`src/rtl/dmem_access_pkg.sv`:
```
// Shared types for the data-memory access stage: memory opcodes, pipeline bus,
// load-controller descriptor and access FSM states.
package dmem_access_pkg;

   localparam int DMEM_TIMEOUT_W = 8;
   localparam int LOAD_PRFX      = 3;

   localparam logic [1:0] SZ_BYTE = 2'd1;
   localparam logic [1:0] SZ_HALF = 2'd2;
   localparam logic [1:0] SZ_WORD = 2'd3;

   // Bit 3 marks loads, bit 2 marks zero-extending loads, bits [1:0] give the size.
   typedef enum logic [3:0] {
      MEM_NOP = 4'b0000,
      MEM_SB  = 4'b0001,
      MEM_SH  = 4'b0010,
      MEM_SW  = 4'b0011,
      MEM_LB  = 4'b1001,
      MEM_LH  = 4'b1010,
      MEM_LW  = 4'b1011,
      MEM_LBU = 4'b1101,
      MEM_LHU = 4'b1110
   } mem_op_e;

   typedef enum logic [1:0] {
      IDLE,
      WAIT_GNT,
      WAIT_RSP,
      DONE
   } dmem_state_e;

   typedef struct packed {
      mem_op_e     mem_op;
      logic        rf_wr_en;
      logic [4:0]  rd_addr;
      logic [31:0] rs1_data;
      logic [31:0] rs2_data;
      logic [31:0] imm;
   } pipeline_bus_t;

   typedef struct packed {
      logic [31:0] addr;
      logic [3:0]  be;
      logic        we;
      logic [1:0]  offset;
   } mem_cntrl_bus_t;

endpackage

```
`src/rtl/dmem_access_align.sv`:
```
// Lane alignment for data memory: byte enables, store replication, read shift.
// DMEM_MISALIGN_TRAP_EN: flag misaligned accesses instead of forcing alignment.
module dmem_align
   import dmem_access_pkg::*;
(
   input  logic [1:0]  size,
   input  logic [1:0]  offset,
   input  logic [31:0] rs2_data,
   input  logic [31:0] rdata,
   output logic [1:0]  offset_eff,
   output logic [3:0]  be,
   output logic [31:0] wdata,
   output logic [31:0] rdata_shift,
   output logic        misaligned
);

   always_comb begin
      misaligned = 1'b0;
      offset_eff = offset;
`ifdef DMEM_MISALIGN_TRAP_EN
      case (size)
         SZ_HALF: misaligned = offset[0];
         SZ_WORD: misaligned = (offset != 2'd0);
         default: misaligned = 1'b0;
      endcase
`else
      case (size)
         SZ_HALF: offset_eff = {offset[1], 1'b0};
         SZ_WORD: offset_eff = 2'd0;
         default: offset_eff = offset;
      endcase
`endif
      case (size)
         SZ_BYTE: begin
            be    = 4'b0001 << offset_eff;
            wdata = {4{rs2_data[7:0]}};
         end
         SZ_HALF: begin
            be    = 4'b0011 << offset_eff;
            wdata = {2{rs2_data[15:0]}};
         end
         default: begin
            be    = 4'b1111;
            wdata = rs2_data;
         end
      endcase
      rdata_shift = rdata >> {offset_eff, 3'b000};
   end

endmodule

```
`src/rtl/dmem_access.sv`:
```
// Data-memory access stage: req/gnt/rvalid handshake with pipeline stall and timeout.
// Misalignment behaviour selected by DMEM_MISALIGN_TRAP_EN (see dmem_align).
module dmem_access
   import dmem_access_pkg::*;
#(
   parameter int unsigned RSP_TIMEOUT = 255
) (
   input  logic           clk_i,
   input  logic           rst_ni,
   input  pipeline_bus_t  bus_i,
   output logic           stall_o,
   output logic           dmem_req_o,
   output logic           dmem_we_o,
   output logic [3:0]     dmem_be_o,
   output logic [31:0]    dmem_addr_o,
   output logic [31:0]    dmem_wdata_o,
   input  logic           dmem_gnt_i,
   input  logic           dmem_rvalid_i,
   input  logic [31:0]    dmem_rdata_i,
   output pipeline_bus_t  bus_o,
   output mem_cntrl_bus_t mem_cntrl_o,
   output logic [31:0]    rdata_o,
   output logic           fault_o
);

   dmem_state_e               state_reg;
   logic [DMEM_TIMEOUT_W-1:0] cnt_reg;
   pipeline_bus_t             lat_bus_reg;
   mem_cntrl_bus_t            desc_reg;
   logic                      fault_reg;
   logic [31:0]               rdata_reg;

   logic          in_idle, is_mem, is_store, timeout;
   logic [31:0]   ea_in, ea_lat, ea, src_rs2;
   logic [1:0]    src_size, al_offset;
   logic [3:0]    al_be;
   logic [31:0]   al_wdata, al_rdata;
   logic          al_misaligned;
   pipeline_bus_t done_bus;

   // Once an access is accepted the align logic works from the latched
   // instruction, so it never depends on upstream holding bus_i.
   assign in_idle  = (state_reg == IDLE);
   assign ea_in    = bus_i.rs1_data + bus_i.imm;
   assign ea_lat   = lat_bus_reg.rs1_data + lat_bus_reg.imm;
   assign ea       = in_idle ? ea_in : ea_lat;
   assign src_size = in_idle ? bus_i.mem_op[1:0] : lat_bus_reg.mem_op[1:0];
   assign src_rs2  = in_idle ? bus_i.rs2_data : lat_bus_reg.rs2_data;
   assign is_mem   = (bus_i.mem_op != MEM_NOP);
   assign is_store = ~bus_i.mem_op[LOAD_PRFX];
   assign timeout  = (RSP_TIMEOUT != 0) && (32'(cnt_reg) == RSP_TIMEOUT - 1);

   assign stall_o = rst_ni & ((in_idle & is_mem) | (state_reg == WAIT_GNT) | (state_reg == WAIT_RSP));

   always_comb begin
      done_bus          = lat_bus_reg;
      done_bus.rf_wr_en = lat_bus_reg.rf_wr_en & ~fault_reg;
   end

   dmem_align u_align (
      .size        (src_size),
      .offset      (ea[1:0]),
      .rs2_data    (src_rs2),
      .rdata       (dmem_rdata_i),
      .offset_eff  (al_offset),
      .be          (al_be),
      .wdata       (al_wdata),
      .rdata_shift (al_rdata),
      .misaligned  (al_misaligned)
   );

   always_ff @(posedge clk_i or negedge rst_ni) begin
      if (!rst_ni) begin
         state_reg    <= IDLE;
         cnt_reg      <= '0;
         lat_bus_reg  <= '0;
         desc_reg     <= '0;
         fault_reg    <= 1'b0;
         rdata_reg    <= '0;
         dmem_req_o   <= 1'b0;
         dmem_we_o    <= 1'b0;
         dmem_be_o    <= '0;
         dmem_addr_o  <= '0;
         dmem_wdata_o <= '0;
         bus_o        <= '0;
         mem_cntrl_o  <= '0;
         rdata_o      <= '0;
         fault_o      <= 1'b0;
      end else begin
         fault_o <= 1'b0;
         case (state_reg)
            IDLE: begin
               if (is_mem) begin
                  bus_o       <= '0;
                  lat_bus_reg <= bus_i;
                  desc_reg    <= '{addr: {ea[31:2], 2'b00}, be: al_be, we: is_store, offset: al_offset};
                  rdata_reg   <= '0;
                  cnt_reg     <= '0;
                  fault_reg   <= al_misaligned;
                  if (al_misaligned) begin
                     state_reg <= DONE;
                  end else begin
                     dmem_req_o   <= 1'b1;
                     dmem_we_o    <= is_store;
                     dmem_be_o    <= al_be;
                     dmem_addr_o  <= {ea[31:2], 2'b00};
                     dmem_wdata_o <= al_wdata;
                     state_reg    <= WAIT_GNT;
                  end
               end else begin
                  bus_o <= bus_i;
               end
            end
            WAIT_GNT: begin
               bus_o <= '0;
               if (dmem_gnt_i) begin
                  dmem_req_o <= 1'b0;
                  cnt_reg    <= '0;
                  if (desc_reg.we) begin
                     state_reg <= DONE;
                  end else if (dmem_rvalid_i) begin
                     rdata_reg <= al_rdata;
                     state_reg <= DONE;
                  end else begin
                     state_reg <= WAIT_RSP;
                  end
               end else if (timeout) begin
                  dmem_req_o <= 1'b0;
                  fault_reg  <= 1'b1;
                  state_reg  <= DONE;
               end else begin
                  cnt_reg <= cnt_reg + 1'b1;
               end
            end
            WAIT_RSP: begin
               bus_o <= '0;
               if (dmem_rvalid_i) begin
                  rdata_reg <= al_rdata;
                  state_reg <= DONE;
               end else if (timeout) begin
                  fault_reg <= 1'b1;
                  state_reg <= DONE;
               end else begin
                  cnt_reg <= cnt_reg + 1'b1;
               end
            end
            DONE: begin
               bus_o       <= done_bus;
               mem_cntrl_o <= desc_reg;
               rdata_o     <= rdata_reg;
               fault_o     <= fault_reg;
               state_reg   <= IDLE;
            end
            default: state_reg <= IDLE;
         endcase
      end
   end

endmodule

```
`config.mk`:
```
export PLATFORM = sky130hd
export DESIGN_NAME = dmem_access
export DESIGN_NICKNAME = d
export VERILOG_FILES = /design/src/rtl/dmem_access_pkg.sv /design/src/rtl/dmem_access_align.sv /design/src/rtl/dmem_access.sv
export SDC_FILE = /design/constraint.sdc
export NUM_CORES = 1
export LEC_CHECK = 0
export CAP_MARGIN = 20
export CORE_MARGIN = 3
export CORE_UTILIZATION = 50
export CTS_CLUSTER_SIZE = 8
export DETAILED_ROUTE_END_ITERATION = 16
export PLACE_DENSITY = 0.77
export SLEW_MARGIN = 20
export SYNTH_ARGS = -nofsm -noshare
export SYNTH_HDL_FRONTEND = slang
export SYNTH_SLANG_ARGS = --single-unit
```
`constraint.sdc`:
```
create_clock -name clk_i -period 8.4 [get_ports clk_i]
set_input_delay 0.84 -clock clk_i [delete_from_list [all_inputs] [get_ports clk_i]]
set_output_delay 0.84 -clock clk_i [all_outputs]
set_load 0.02 [all_outputs]
```
==> flow_metrics.tcl, run 1 <==
set metrics [dict create \
    run_status "complete, no violations" \
    postRouteWirelength_mm 50.2 \
    synth_cells 1648 \
    fp.coreArea_um2 34000 \
    max_slew_headroom 0.339 \
    most-common-layout-cells "nand2_1, dfrtp_1, clkdlybuf4s50_1" \
    detail_route.iter0.violations 1011 \
    worstReg2RegStart "state_reg[0]" \
    max_stage_delay_ps 750 \
    finish.net_count 2148 \
    total_number_of_vias 13900 \
    cts-root-to-sink-buffers 3 \
    drive_gt1_frac 0.0926 \
    finish.instance_area_um2 22700 \
    number_of_enable_type_register_cells_in_the_synthesized_netlist 0 \
    largest_reg_flops 106 \
    worst_path_slowest_cell "ha_1" \
    synthesized_area_fraction_occupied_by_and_or_nand_nor_cells 0.134 \
    synth.ff_latch_count 387 \
    cp.arrival_ps 2950 \
    hold_viol 0 \
    critical_path.cell_chain "inv_1, ha_1, nor2b_4, o31a_1, clkdlybuf4s50_1" \
    synthArstFlopShare 1.00 \
    die_area_um2 37200 \
    initial_antenna_violation_count 1 \
    combinational_family_with_the_most_area_after_synthesis "compound AO/OA/AOI/OAI gates" \
    final_report_setup_violation_count 0 \
    drv_slew 0 \
    synth.lib_cells_used.distinct 76 \
    initial_utilization 0.514 \
    peakVddDrop_v 0.000209 \
    routability_cong 0.928 \
    preCtsSetupSlack_ps 4440 \
    setup_total_negative_slack_ps 0 \
    cp_max_fo 22 \
    wire_per_inst_um 20.8 \
    globalRoute.totalOverflow 0 \
    synth_flop_cell "dfrtp_1" \
    detail_route.drc_violations 0 \
    worst_ep_required_time_ps 7560 \
    detail_routed_via_count_per_cell 5.75 \
    synthXorXnorAreaFrac 0.00954 \
    timing.hold.worst.class "primary input to asynchronous set/reset pin" \
    post_synth_fa_ha_maj_area_fraction 0.0317 \
    worst-slew-pin-transition_ps 991 \
    postRouteAntennaNets 0 \
    tritoncts "yes" \
    nFillCells 2574 \
    synth_mux_area_frac 0.0632 \
    gr-usage-all-layers 0.266 \
    die_w_um 193 \
    clock-skew-final_ps 22.0 \
    reg2regPathDepth 12 \
    first_global_vias 14000 \
    post_cts_resized 0 \
    chipHeight_um 193 \
    powerDensity_nw_per_um2 379 \
    ys_warn_count 0 \
    largest_register "bus_o" \
    layout.cells.most_common "nand2_1" \
    area_fraction_in_compound_gates_after_synthesis 0.156 \
    cts.htree.levels 2 \
    synthesis.area_per_instance_um2 10.6 \
    clk_pin_slew_ps 50 \
    grt_start_max_net_pins 166 \
    number_of_buffers_inserted_by_post_cts_setup_repair 0 \
    highest_attainable_clock_frequency_mhz 264 \
    tritoncts.num_buffers 54 \
    crit_type "register to primary output" \
    leakage_nw 10.4 \
    clock-root-buffer "clkbuf_16" \
    rows 67 \
    cts_hold_buf 0 \
    post-dp-hpwl_mm 34.6 \
    total_power_mw 8.61 \
    r2r_setup_slack_ps 4660 \
    layout_setup_ws_ps 4610 \
    start_kind "register" \
    grt_first_pass_wirelength_mm 77.8 \
    clk_latency_ps 570 \
    post-route-min-period_ps 3790 \
    cts.sinks 387 \
    post_dp_cell_area_um2 21300 \
    synth.yosys.seq_area_share 0.555 \
    drv.max_cap_violation_count 0 \
    top_level_ports 391 \
    drt-pass1-iter-count 6 \
    timing.rr.end "rdata_reg[14]" \
    rsz0062_at_grt "no" \
    cp-end-kind "primary output" \
    post_synth_instance_area_um2 17400 \
    areaGrowthSynthToFinish_pct 30.1 \
    numPortBuffers 386 \
    layout_worst_path_cycle_share 0.452 \
]
-- cell usage after synthesis (all sizes together), types with 3 or more instances --
library cell | count | area, µm²
nor2b | 20 | 125
o211ai | 8 | 70.1
o31ai | 22 | 170
a31oi | 7 | 43.8
a22o | 121 | 1060
nor2 | 52 | 205
a221oi | 16 | 140
inv | 24 | 90.1
a21o | 12 | 90.1
nand2 | 425 | 1600
mux4 | 8 | 180
xnor2 | 12 | 105
nand3 | 16 | 80.1
mux2 | 73 | 822
mux2i | 10 | 100
nand4 | 6 | 37.5
and3 | 12 | 75.1
clkbuf | 53 | 210
xor2 | 7 | 61.3
o311ai | 6 | 60.1
dfrtp | 387 | 9680
o21a | 5 | 37.5
a21oi | 72 | 375
o2111ai | 4 | 53.8
and2 | 9 | 56.3
nand2b | 5 | 31.3
a211o | 3 | 26.3
a21boi | 5 | 41.3
ha | 41 | 513
a211oi | 4 | 35.0
o21ai | 75 | 375
buf | 89 | 553
nor3 | 9 | 50.1
-- metal layers --
metal | vias to the layer above | wire length (µm) | global-route usage
met5 | - | 0 | 0
met4 | 0 | 1540 | 0.0947
met3 | 102 | 4290 | 0.0696
met2 | 612 | 23600 | 0.423
met1 | 6893 | 20700 | 0.354
li1 | 6273 | - | -
-- worst max-delay path, delay by kind of cell (launching register included) --
kind | cells | cell delay [ps]
fa+ha+maj | 1 | 750
buf+inv | 2 | 790
compound gates | 1 | 130
flops | 1 | 440
simple gates | 1 | 290
-- power by group --
| part | internal [mW] | switching (mW) |
|---|---|---|
| combinational | 1.59 | 2.13 |
| clock | 1.15 | 0.747 |
| sequential | 2.56 | 0.426 |
-- cells by family after synthesis --
group | Yosys count
other cells | 1
flops | 387
simple gates | 563
buf+inv | 168
mux | 91
fa+ha+maj | 43
compound gates | 376
xor+xnor | 19
-- final cells by class --
type,instances,area [µm²],area share
antenna,1,2.50,0.000110
clock buffer,55,1360,0.0597
clock inverter,4,63.8,0.00281
inverter,24,90.1,0.00397
multi-input combinational,1096,6930,0.305
sequential,387,9680,0.427
tap,448,561,0.0247
timing repair buffer,400,4020,0.177
-- worst max path at each step --
stage	start	to	slack [ps]	cells past startpoint
global route	state_reg[0]	rdata_reg[14]	4280	12
floorplan	bus_i[0]	dmem_addr_o[30]	5450	10
finish	state_reg[0]	stall_o	4610	5
detailed placement	bus_i[64]	dmem_addr_o[30]	4440	11
CTS	state_reg[0]	stall_o	4630	5
global placement	bus_i[0]	dmem_addr_o[30]	4570	11
-- stage by stage --
step	std cells	hold WS [ps]	util
2_1_floorplan	1651	444	-
3_3_place_gp	2353	456	0.625
3_5_place_dp	2354	463	0.626
4_1_cts	2413	306	0.668
5_1_grt	2415	331	0.669
6_report	2415	290	0.669
Power figures use the tool's default switching activity.
==> inputs of run 2 (changes only) <==
CORE_UTILIZATION = 46   (was 50)
PLACE_DENSITY = 0.75   (was 0.77)
clock period = 3.3 ns   (was 8.4 ns; I/O delays follow)
==> run 2 against run 1 <==
Routed wire length is 0.19% lower. Non-clock buffer count up 16. Cell area rose by 1.0%.
==> flow_metrics.tcl, run 2 (synthesis gave the netlist of run 1 again) <==
set metrics [dict create \
    layout_worst_path_cycle_share 0.907 \
    finish.net_count 2164 \
    initial_utilization 0.472 \
    rows 70 \
    max_slew_headroom 0.281 \
    layout.cells.most_common "nand2_1" \
    initial_antenna_violation_count 3 \
    postRouteWirelength_mm 50.1 \
    layout_setup_ws_ps 306 \
    routability_cong 0.947 \
    most-common-layout-cells "nand2_1, dfrtp_1, clkdlybuf4s50_1" \
    cts.htree.levels 2 \
    total_power_mw 22.1 \
    clk_latency_ps 580 \
    top_level_ports 391 \
    comb_power_share 0.440 \
    clk_pin_slew_ps 50 \
    grt_start_max_net_pins 185 \
    final-instance-count-excl-fill 2488 \
    cp.arrival_ps 3510 \
    preCtsSetupSlack_ps -54.4 \
    postRouteAntennaNets 0 \
    drt-pass1-iter-count 5 \
    post-route-min-period_ps 2990 \
    post_cts_resized 0 \
    drive_gt1_frac 0.0993 \
    detail_route.iter0.violations 942 \
    crit_type "register to register" \
    wire_per_inst_um 20.1 \
    cell_internal_pwr_mw 13.6 \
    peakVddDrop_v 0.000506 \
    chipHeight_um 201 \
    power_frac_seq 0.344 \
    number_of_buffers_inserted_by_post_cts_setup_repair 0 \
    place.detailed.instances 2426 \
    cp-end-kind "register" \
    die_w_um 201 \
    cts.sinks 387 \
    powerDensity_nw_per_um2 963 \
    grt_first_pass_wirelength_mm 79.1 \
    detail_routed_via_count_per_cell 5.60 \
    worst_ep_required_time_ps 3820 \
    start_kind "register" \
    cts_hold_buf 1 \
    tritoncts "yes" \
    drv_slew 0 \
    clock_power_share 0.216 \
    setup_total_negative_slack_ps 0 \
    first_global_vias 14000 \
    clock-root-buffer "clkbuf_16" \
    tritoncts.num_buffers 54 \
    numPortBuffers 386 \
    total_number_of_vias 13900 \
    globalRoute.totalOverflow 0 \
    clock-skew-final_ps 17.9 \
    gr-usage-all-layers 0.244 \
    fp.coreArea_um2 37000 \
    areaGrowthSynthToFinish_pct 31.4 \
    timing.hold.worst.class "primary input to asynchronous set/reset pin" \
    hold_viol 0 \
    post-dp-hpwl_mm 34.8 \
    drv.max_cap_violation_count 0 \
    cp_max_fo 21 \
    final_report_setup_violation_count 0 \
    highest_attainable_clock_frequency_mhz 334 \
    run_status "complete, no violations" \
    worst-slew-pin-transition_ps 1080 \
    largest_register "bus_o" \
    rsz0062_at_grt "no" \
    detail_route.drc_violations 0 \
    die_area_um2 40300 \
    largest_reg_flops 106 \
    power.net_switching_mw 8.47 \
    cts-root-to-sink-buffers 3 \
    leakage_nw 10.5 \
    switching_share 0.383 \
]
[run 2: worst paths after layout]
kind,from,endpoint,slack [ps],cells after the start
setup / recovery,state_reg[0],rdata_reg[25],310,12
hold / removal,rst_ni,mem_cntrl_o[14],240,2
setup reg to reg,state_reg[0],rdata_reg[25],310,12
hold reg to reg,done_bus[42],done_bus[42],470,2
max in group asynchronous,rst_ni,done_bus[48],1720,3
min in group clk_i,bus_i[101],lat_bus_reg[101],310,3
[run 2: worst max-delay path: stages (launching register included)]
cell and delay [ps]:
dfrtp_1 430, inv_1 130, ha_1 190, buf_4 270
mux2_2 390, ha_1 200, inv_1 100, a21oi_1 90
a21oi_1 140, buf_4 270, nand2_2 180, nor2_2 350
a22o_1 190
[run 2: cell type report]
type / count / area, µm²
fillers: 2985 / 14000
flip-flops and latches: 387 / 9680
multi-input cells: 1096 / 6930
repair buffers: 416 / 4200
clock buffers: 56 / 1360
well taps: 504 / 631
inverters: 24 / 90.1
clock inverters: 4 / 38.8
diodes: 1 / 2.50
[run 2: per-stage QoR]
| step | utilization | hold slack [ps] | cell area (µm²) |
|---|---|---|---|
| 6_report | 0.620 | 243 | 22900 |
| 5_1_grt | 0.620 | 244 | 22900 |
| 4_1_cts | 0.620 | 227 | 22900 |
| 3_5_place_dp | 0.582 | 247 | 21500 |
| 3_3_place_gp | 0.582 | 245 | 21500 |
| 2_1_floorplan | - | 34.4 | 17500 |
[run 2: metal layers]
metal | track usage | up-vias | part of all wire | routed length [µm]
met1 | 0.325 | 6961 | 0.42 | 21200
met2 | 0.392 | 552 | 0.47 | 23400
met5 | 0 | - | 0.00054 | 27
met3 | 0.0632 | 94 | 0.080 | 4000
met4 | 0.0788 | 4 | 0.028 | 1400
li1 | - | 6329 | - | -
[run 2: power groups by stage]
stage               Clock [mW]  Combinational (mW)  Sequential (mW)
floorplan                    0                5.39             8.18
global placement             0                9.49             7.57
detailed placement           0                9.72             7.65
CTS                       4.90                9.77             7.60
global route              5.09                10.5             7.80
finish                    4.78                9.72             7.60
